**src/rtl/serializador_piso.sv**
```systemverilog
// serializador_piso: parallel-in/serial-out transmitter.
// Captures an N-bit word on a load handshake and shifts it out one bit
// per enabled clock. fin pulses for one cycle after the last bit goes out.
// All outputs are registered.
module serializador_piso #(
  parameter int N         = 4,
  parameter bit LSB_FIRST = 1'b0
) (
  input  logic         clk,
  input  logic         rst,
  input  logic         EN,
  input  logic [N-1:0] D,
  input  logic         load,
  output logic         listo,
  output logic         Q_serie,
  output logic         valido,
  output logic         fin
);

  localparam int CW = $clog2(N + 1);

  typedef enum logic {IDLE, SHIFT} state_t;

  state_t         state;
  logic [N-1:0]   sr;
  logic [CW-1:0]  cnt;
  logic [N-1:0]   sr_nx;

  // Bit presented on the serial line for a given shift-register image
  function automatic logic head(input logic [N-1:0] v);
    return LSB_FIRST ? v[0] : v[N-1];
  endfunction

  // Shift toward the output end, zero-filled
  always_comb begin
    sr_nx = LSB_FIRST ? (sr >> 1) : (sr << 1);
  end

  // Control FSM; Q_serie is kept as a registered copy of the head bit so
  // that a stalled word holds its output without any combinational path
  always_ff @(posedge clk) begin
    if (rst) begin
      state   <= IDLE;
      sr      <= '0;
      cnt     <= '0;
      Q_serie <= 1'b0;
      valido  <= 1'b0;
      listo   <= 1'b1;
      fin     <= 1'b0;
    end else begin
      fin <= 1'b0;
      case (state)
        IDLE: begin
          if (load) begin
            sr      <= D;
            cnt     <= CW'(N);
            state   <= SHIFT;
            listo   <= 1'b0;
            valido  <= 1'b1;
            Q_serie <= head(D);
          end
        end
        SHIFT: begin
          if (EN) begin
            sr  <= sr_nx;
            cnt <= cnt - CW'(1);
            if (cnt == CW'(1)) begin
              state   <= IDLE;
              fin     <= 1'b1;
              valido  <= 1'b0;
              listo   <= 1'b1;
              Q_serie <= 1'b0;
            end else begin
              Q_serie <= head(sr_nx);
            end
          end
        end
        default: state <= IDLE;
      endcase
    end
  end

endmodule
```
**config.mk**
```make
export PLATFORM = sky130hd
export DESIGN_NAME = serializador_piso
export DESIGN_NICKNAME = d
export VERILOG_FILES = /design/src/rtl/serializador_piso.sv
export SDC_FILE = /design/constraint.sdc
export NUM_CORES = 1
export LEC_CHECK = 0
export ABC_AREA = 1
export ABC_CLOCK_PERIOD_IN_PS = 3050
export BUFFER_PORTS_ARGS = -buffer_cell sky130_fd_sc_hd__buf_2
export CAP_MARGIN = 10
export CELL_PAD_IN_SITES_DETAIL_PLACEMENT = 1
export CELL_PAD_IN_SITES_GLOBAL_PLACEMENT = 1
export CORE_MARGIN = 2
export CORE_UTILIZATION = 36
export DETAILED_ROUTE_END_ITERATION = 12
export GPL_TIMING_DRIVEN = 0
export HOLD_SLACK_MARGIN = 0.1
export PLACE_DENSITY_LB_ADDON = 0.15
export SYNTH_ARGS = -nofsm -noshare
export SYNTH_HDL_FRONTEND = slang
export SYNTH_SLANG_ARGS = --single-unit
```
**constraint.sdc**
```tcl
create_clock -name clk -period 3.05 [get_ports clk]
set_clock_uncertainty 0.1 [all_clocks]
set_input_delay 0.305 -clock clk [delete_from_list [all_inputs] [get_ports clk]]
set_output_delay 0.305 -clock clk [all_outputs]
set_load 0.005 [all_outputs]
```
Yosys cells after proc, flatten, opt, wreduce, memory -nomap -nowiden:

Cells that the tools add are included.

* bits of input ports: 8
* register bits after elaboration: 11
* logic and storage cells: 40

* reduce and logical (&&, ||, !) cells: 3
* eq/ne operators: 4
* bitwise gates (word level): 2
* multiplexer cells: 23
* add/subtract/negate cells: 1

Operator list (number)
* 1-bit 2-to-1 mux: 13
* 3-bit 2-to-1 mux: 4
* 3-bit case mux with 2 select lines: 2
* 1-bit case mux with 2 select lines: 4
* 2-bit != test, second input constant: 2
* 3-bit by 1-bit equality test with 1-bit output, second input constant: 1
* 3-bit AND reduction: 1
* 3-bit OR reduction: 1
* 3-bit by 1-bit subtractor with 3-bit output, second input constant: 1
* 2-bit by 1-bit != test with 1-bit output, second input constant: 1
* 1-bit inverter: 2
* 2-bit AND reduction: 1

Logic depth before layout (Yosys ltp):

Gate-level depths: netlist of the first run.

* depth in word-level cells: 4
* depth in mapped cells: 7
* mapped depth without buffers: 7

Worst setup path before layout of the first run:

Ideal clock, no wire load.

* kind: reg-to-reg
* start point: register cnt[0]
* end point: register cnt[1]
* path slack: 1890 ps
* arrival: 994 ps
* stages on the path, launching flop included: 5
* clock period less this slack: 1160 ps
* library setup time: 66 ps
* cell sequence: dfxtp_1 -> inv_1 -> ha_1 -> or2_1 -> a21oi_2

* longest elaborated chain between the ends: 3

RTL lines
* from (decl): line 26 `logic [CW-1:0] cnt;`
* from (signal assigned): line 56 `cnt <= CW'(N);`
* from (signal assigned): line 66 `cnt <= cnt - CW'(1);`
* 3-bit by 1-bit subtractor with 3-bit output: line 66
* 3-bit 2-to-1 mux: line 64 `if (EN) begin`
* 3-bit case mux with 2 select lines: line 52 `case (state)`

No other way between the ends. The select of a mux whose other input is x is not followed.
A chain may end at the register's enable or synchronous reset.

Final worst setup path of the first run:

Ends and elaborated chain as after synthesis.

==> summary.txt, run 1 <==
Detailed routing
  – Post-Route WL: 1.04 mm
  – Initial DRT Pass Iterations: 4
  – Residual DRC count: 0
  – Drt first-iter violations: 2
  – Wire per inst: 10.7 um
  – WL met2: 458 um
  – Wl on met1: 540 um
  – Final antenna-violating net count: 0
  – Top Layer Used: met4
  – Via density: 4.78
  – WL met3: 32 um
  – Via count: 468

Clock tree
  – Total CTS buffers: 3
  – Hold-fix buffers, CTS: 0
  – # resized after CTS: 0
  – CTS root buf: clkbuf_4
  – TritonCTS clock tree: done
  – Worst skew pair latency: 0.26 ns
  – CTS max path bufs: 2
  – Clk sinks: 11
  – Post-CTS Setup Bufs: 0
  – Clock transition at the registers of the reported paths: 0.08 ns
  – H-tree depth: 1

Power
  – VDD IR max: 172 uV
  – Static Leak: 0.308 nW
  – Cell area power density: 520 mW/mm^2

STA
  – Setup TNS Final: 0 ns
  – Slew HR: 0.846
  – RSZ-0062 raised after global routing: no
  – Worst Hold Slack: 0.120 ns
  – Fmax: 806 MHz
  – Final hold violation count: 0
  – Final Setup Violations: 0
  – Worst-Margin Slew: 0.230 ns
  – Slew Viols, Final: 0
  – PnR worst setup slack: 1.81 ns
  – Crit share post-route: 0.407
  – Fin crit period: 1.24 ns

Layout
  – Post-route insts no fill: 98
  – Fraction of layout cells with a size suffix above 1: 0.277
  – FF/Latch Area: 220 um^2
  – Area of the multi-input gates: 231 um^2
  – Antenna Cells: 0
  – Area Growth Syn to Fin: 20.4%
  – Fillers: 185
  – Commonest non-fill, non-tap cells in the layout: 20 x nand2_1, 12 x buf_2, 11 x dfxtp_1
  – Final Util: 0.460
  – NumNets Final: 94
  – Commonest non-fill, non-tap cell in the layout: nand2_1

Setup path
  – Crit-path cells: inv_1, ha_1, or2_1, a21oi_2
  – Crit-path leading delay family: flip-flops
  – Critical path class: flop to flop
  – Setup crit start kind: flop
  – R2R Path End: cnt[1]$_SDFFE_PP0P_
  – Req. time, crit path: 3.15 ns
  – Crit path DAT: 1.35 ns
  – Critical path buffer and inverter count: 1
  – CP max FO: 4
  – Crit path capture type: flop
  – Reg-to-reg setup timing slack: 1.81 ns
  – Slowest stage delay, CP: 0.38 ns
  – FF-to-FF Start: cnt[0]$_SDFFE_PP0P_
  – Crit-path slowest cell: dfxtp_1
  – FF-to-FF path depth: 4

Global route
  – Total grt overflow: 0
  – Largest net degree at the start of global routing: 11
  – Vias in the first global route: 418
  – Initial antenna violation count: 0
  – First-pass GRT wire length: 1.67 mm
  – All-Layer GR Usage: 0.157

Floorplanning
  – IO Pins: 12
  – Die height: 40.9 um
  – Width of the die: 40.9 um
  – Number of placement rows: 13
  – Total die area: 0.00167 mm^2
  – Core ar.: 0.00128 mm^2
  – Initial Util: 0.382

Yosys
  – Seq cells post-synth: 11
  – Post-Syn Nets: 78
  – Yosys warning count: 0
  – Mean Syn Cell Area: 7.21 um^2
  – Unique cell type count in the Yosys netlist: 14
  – Sequential share of the synthesized area: 0.449
  – Post-Syn Area: 490 um^2
  – Synth Instances: 68

Placement
  – Dpl cells: 94
  – DP Worst Slack: 1.81 ns
  – Gpl congestion: 0.764
  – Port Buffers: 11
  – Hpwl dp: 800 um

Run status
  – Outcome: finished, final reports clean

Run
  – Maxcap violations: 0

Min path
  – Worst hold start: rst
  – Hold Crit Class: primary input to flop
  – Worst Hold End: cnt[1]$_SDFFE_PP0P_
  – Hold path cells: 2
[registers in the layout (all words and copies together) (netlist names)]
name and count:
Q_serie 1, fin 1, cnt 3, valido 1, state 1, listo 1
sr 3
[layout make-up]
type | count | share of cell area
Multi-Input combinational cell | 47 | 0.392
Clock buffer | 4 | 0.0445
Inverter | 9 | 0.0572
Timing Repair Buffer | 11 | 0.0932
Tap cell | 15 | 0.0318
Buffer | 1 | 0.00847
Sequential cell | 11 | 0.373
[layer usage]
layer | track usage | vias up
li1 | - | 246
met1 | 0.197 | 214
met2 | 0.238 | 6
met3 | 0.0326 | 2
met4 | 0.100 | 0
met5 | 0 | -
[cells by family after synthesis]
kind of cell / count (synthesis) / share of synthesized area
and+or+nand+nor: 38 / 0.342
DFF: 11 / 0.449
buffers and inverters: 10 / 0.0791
AOI/OAI and AO/OA: 7 / 0.0791
adders and majority gates: 2 / 0.0510
[how the worst max path moves through the flow]
stage	startpoint	to	depth (start not counted)
6_report	cnt[0]$_SDFFE_PP0P_	cnt[1]$_SDFFE_PP0P_	4
2_1_floorplan	cnt[0]$_SDFFE_PP0P_	cnt[1]$_SDFFE_PP0P_	4
4_1_cts	cnt[0]$_SDFFE_PP0P_	cnt[1]$_SDFFE_PP0P_	4
3_3_place_gp	cnt[0]$_SDFFE_PP0P_	cnt[1]$_SDFFE_PP0P_	4
3_5_place_dp	cnt[0]$_SDFFE_PP0P_	cnt[1]$_SDFFE_PP0P_	4
5_1_grt	cnt[0]$_SDFFE_PP0P_	cnt[1]$_SDFFE_PP0P_	4
[stage by stage]
stage / cell area, um^2 / power [mW]
2_1_floorplan: 490 / 0.195
3_3_place_gp: 564 / 0.210
3_5_place_dp: 564 / 0.212
4_1_cts: 591 / 0.313
5_1_grt: 591 / 0.325
6_report: 591 / 0.307
[power breakdown]
| group | leakage [nW] | total (mW) | internal, mW | switching, mW |
|---|---|---|---|---|
| Sequential | 0.0909 | 0.161 | 0.155 | 0.00645 |
| Clock | 0.0150 | 0.0996 | 0.0505 | 0.0491 |
| Combinational | 0.202 | 0.0462 | 0.0189 | 0.0273 |
[Yosys cell counts]
master / instances / area, um^2
a21oi_1: 2 / 10.0
a21oi_2: 1 / 8.76
buf_2: 1 / 5.00
dfxtp_1: 11 / 220
ha_1: 2 / 25.0
inv_1: 6 / 22.5
inv_2: 3 / 11.3
nand2_1: 20 / 75.1
nand2_2: 3 / 18.8
nand3_1: 7 / 35.0
nand3_2: 1 / 10.0
nor2_1: 6 / 22.5
o21ai_0: 4 / 20.0
or2_1: 1 / 6.26
Power figures use the tool's default switching activity.
==> run 2, diff against run 1 <==
--- a/config.mk
+++ b/config.mk
@@ -6,13 +6,13 @@
 export NUM_CORES = 1
 export LEC_CHECK = 0
 export ABC_AREA = 1
-export ABC_CLOCK_PERIOD_IN_PS = 3050
+export ABC_CLOCK_PERIOD_IN_PS = 1200
 export BUFFER_PORTS_ARGS = -buffer_cell sky130_fd_sc_hd__buf_2
 export CAP_MARGIN = 10
 export CELL_PAD_IN_SITES_DETAIL_PLACEMENT = 1
 export CELL_PAD_IN_SITES_GLOBAL_PLACEMENT = 1
 export CORE_MARGIN = 2
-export CORE_UTILIZATION = 36
+export CORE_UTILIZATION = 34
 export DETAILED_ROUTE_END_ITERATION = 12
 export GPL_TIMING_DRIVEN = 0
 export HOLD_SLACK_MARGIN = 0.1
==> constraint.sdc (replaced) <==
create_clock -name clk -period 1.2 [get_ports clk]
set_clock_uncertainty 0.1 [all_clocks]
set_input_delay 0.12 -clock clk [delete_from_list [all_inputs] [get_ports clk]]
set_output_delay 0.12 -clock clk [all_outputs]
set_load 0.005 [all_outputs]
==> run 2 against run 1 <==
Effect of this change: clock-buffer cell count did not move; hold slack improved by 0.029 ns; routed wire length rose by 17%; sequential power rose to 2.6 times the previous value; sequential share of layout area fell by 4.4 points; via count rose by 8.8%; first-iteration DRC count rose to 3.0 times the previous value; die area rose by 5.3%; critical path depth did not move; critical path type unchanged; highest routed layer unchanged.
==> summary.txt, run 2 (synthesized netlist as in run 1, its figures left out) <==
Detailed routing
  – Initial DRT Pass Iterations: 4 (unchanged)
  – Via count: 509 (was 468)
  – Final antenna-violating net count: 0 (unchanged)
  – Via density: 4.76 (was 4.78)
  – Wire per inst: 11.4 um (was 10.7 um)
  – Residual DRC count: 0 (unchanged)
  – Drt first-iter violations: 6 (was 2)
  – Post-Route WL: 1.22 mm (was 1.04 mm)

Layout
  – Commonest non-fill, non-tap cells in the layout: 20 x nand2_1, 11 x buf_2, 8 x dfxtp_1 (was 20 x nand2_1, 12 x buf_2, 11 x dfxtp_1)
  – Post-route cell area: 682 um^2 (was 591 um^2)
  – Fraction of layout cells with a size suffix above 1: 0.326 (was 0.277)
  – Commonest non-fill, non-tap cell in the layout: nand2_1 (unchanged)
  – Largest registers: cnt x3, sr x3 (unchanged)
  – Area Growth Syn to Fin: 39.0% (was 20.4%)
  – NumNets Final: 103 (was 94)
  – Antenna Cells: 0 (unchanged)
  – Post-route insts no fill: 107 (was 98)

Floorplanning
  – Number of placement rows: 13 (unchanged)
  – Total die area: 0.00176 mm^2 (was 0.00167 mm^2)
  – Die height: 42.0 um (was 40.9 um)
  – Core ar.: 0.00132 mm^2 (was 0.00128 mm^2)
  – Initial Util: 0.372 (was 0.382)
  – Width of the die: 42.0 um (was 40.9 um)
  – IO Pins: 12 (unchanged)

Setup path
  – Crit path DAT: 1.27 ns (was 1.35 ns)
  – CP max FO: 2 (was 4)
  – Critical path class: flop to flop (unchanged)
  – Setup crit start kind: flop (unchanged)
  – Reg-to-reg setup timing slack: 0.04 ns (was 1.81 ns)
  – Req. time, crit path: 1.31 ns (was 3.15 ns)
  – Crit path capture type: flop (unchanged)

Clock tree
  – Total CTS buffers: 3 (unchanged)
  – CTS root buf: clkbuf_4 (unchanged)
  – H-tree depth: 1 (unchanged)
  – TritonCTS clock tree: done (unchanged)
  – Clk sinks: 11 (unchanged)
  – Clock transition at the registers of the reported paths: 0.07 ns (was 0.08 ns)
  – Worst skew pair latency: 0.27 ns (was 0.26 ns)
  – CTS max path bufs: 2 (unchanged)

STA
  – Slew Viols, Final: 0 (unchanged)
  – Crit share post-route: 0.966 (was 0.407)
  – Worst-Margin Slew: 0.166 ns (was 0.230 ns)
  – Slew HR: 0.889 (was 0.846)
  – Fmax: 863 MHz (was 806 MHz)
  – Final hold violation count: 0 (unchanged)
  – Final Setup Violations: 0 (unchanged)
  – Worst Hold Slack: 0.150 ns (was 0.120 ns)
  – PnR worst setup slack: 0.0410 ns (was 1.81 ns)
  – Fin crit period: 1.16 ns (was 1.24 ns)
  – Setup TNS Final: 0 ns (unchanged)

Power
  – Pint: 593 uW (was 224 uW)
  – Static Leak: 0.350 nW (was 0.308 nW)
  – Cell area power density: 1200 mW/mm^2 (was 520 mW/mm^2)
  – VDD IR max: 655 uV (was 172 uV)
  – Sequential Power Share: 0.505 (was 0.525)
  – Clk pwr share: 0.317 (was 0.324)
  – P_sw: 223 uW (was 82.9 uW)
  – Comb pwr share: 0.178 (was 0.150)
  – Switching part of the total: 0.273 (was 0.270)

Placement
  – Hpwl dp: 861 um (was 800 um)
  – Cell area after placement: 564 um^2 (unchanged)
  – Gpl congestion: 0.748 (was 0.764)
  – Dpl cells: 94 (unchanged)
  – DP Worst Slack: -0.0415 ns (was 1.81 ns)
  – Port Buffers: 11 (unchanged)

Global route
  – First-pass GRT wire length: 1.98 mm (was 1.67 mm)
  – All-Layer GR Usage: 0.154 (was 0.157)
  – Initial antenna violation count: 0 (unchanged)
  – Met3 Use GR: 0.0388 (was 0.0326)
  – Largest net degree at the start of global routing: 11 (unchanged)
  – Vias in the first global route: 459 (was 418)
  – Total grt overflow: 0 (unchanged)
  – Met2 Track Usage GR: 0.244 (was 0.238)
  – Met1 usage: 0.176 (was 0.197)
  – Busiest grt layer: met2 (unchanged)

Run status
  – Outcome: finished, final reports clean (unchanged)

Min path
  – Hold Crit Class: primary input to flop (unchanged)

Run
  – Maxcap violations: 0 (unchanged)
==> run 2: cell types whose count changed in the layout (fill, tap and decap cells not counted), sizes merged <==
cell         previous run  this run
dlygate4sd3             0         6
buf                    12        15
==> run 2: routing by layer <==
layer  vias up  wire length, um
li1        263                -
met1       230              557
met2        11              576
met3         5               42
met4         0               41
met5         -                0
==> run 2: path summary, 6_finish.rpt <==
path / start / end / cells past startpoint
setup reg to reg: cnt[1]$_SDFFE_PP0P_ / cnt[1]$_SDFFE_PP0P_ / 4
hold reg to reg: valido$_SDFFE_PP0P_ / valido$_SDFFE_PP0P_ / 2
hold / removal: EN / cnt[0]$_SDFFE_PP0P_ / 4
setup / recovery: cnt[1]$_SDFFE_PP0P_ / cnt[1]$_SDFFE_PP0P_ / 4
==> run 2: critical path, cell delays in order, from the launching register on <==
cell and delay [ns]:
dfxtp_2 0.33, inv_1 0.05, ha_1 0.28, or2_1 0.22
a21oi_2 0.12
==> run 2: layout make-up <==
| class | instances | area [um^2] |
|---|---|---|
| plain buffers | 1 | 7.51 |
| clock buffers | 4 | 26.3 |
| fillers | 175 | 636 |
| inverters | 9 | 33.8 |
| multi-input cells | 47 | 234 |
| flip-flops and latches | 11 | 224 |
| well taps | 15 | 18.8 |
| repair buffers | 20 | 138 |
==> run 2: power groups by stage <==
stage | logic [mW] | clock network, mW | registers (mW)
after CTS | 0.139 | 0.271 | 0.411
after detailed placement | 0.120 | 0 | 0.420
final | 0.145 | 0.259 | 0.412
after global placement | 0.117 | 0 | 0.419
after floorplan | 0.0781 | 0 | 0.417
after global routing | 0.167 | 0.287 | 0.415
==> run 2: stage by stage <==
| stage | power, mW | utilization |
|---|---|---|
| floorplan | 0.495 | - |
| global placement | 0.536 | 0.428 |
| detailed placement | 0.540 | 0.428 |
| CTS | 0.821 | 0.500 |
| global route | 0.869 | 0.518 |
| finish | 0.816 | 0.518 |
==> run 2: timing repair <==
item / CTS / global route
setup buffers: 1 / 2
gates cloned: 0 / 0
hold buffers: 6 / 0
endpoints found under the setup margin: 1 / 8
endpoints found under the hold margin: 8 / 0
pin swaps: 0 / 2
gates resized for setup: 1 / 5
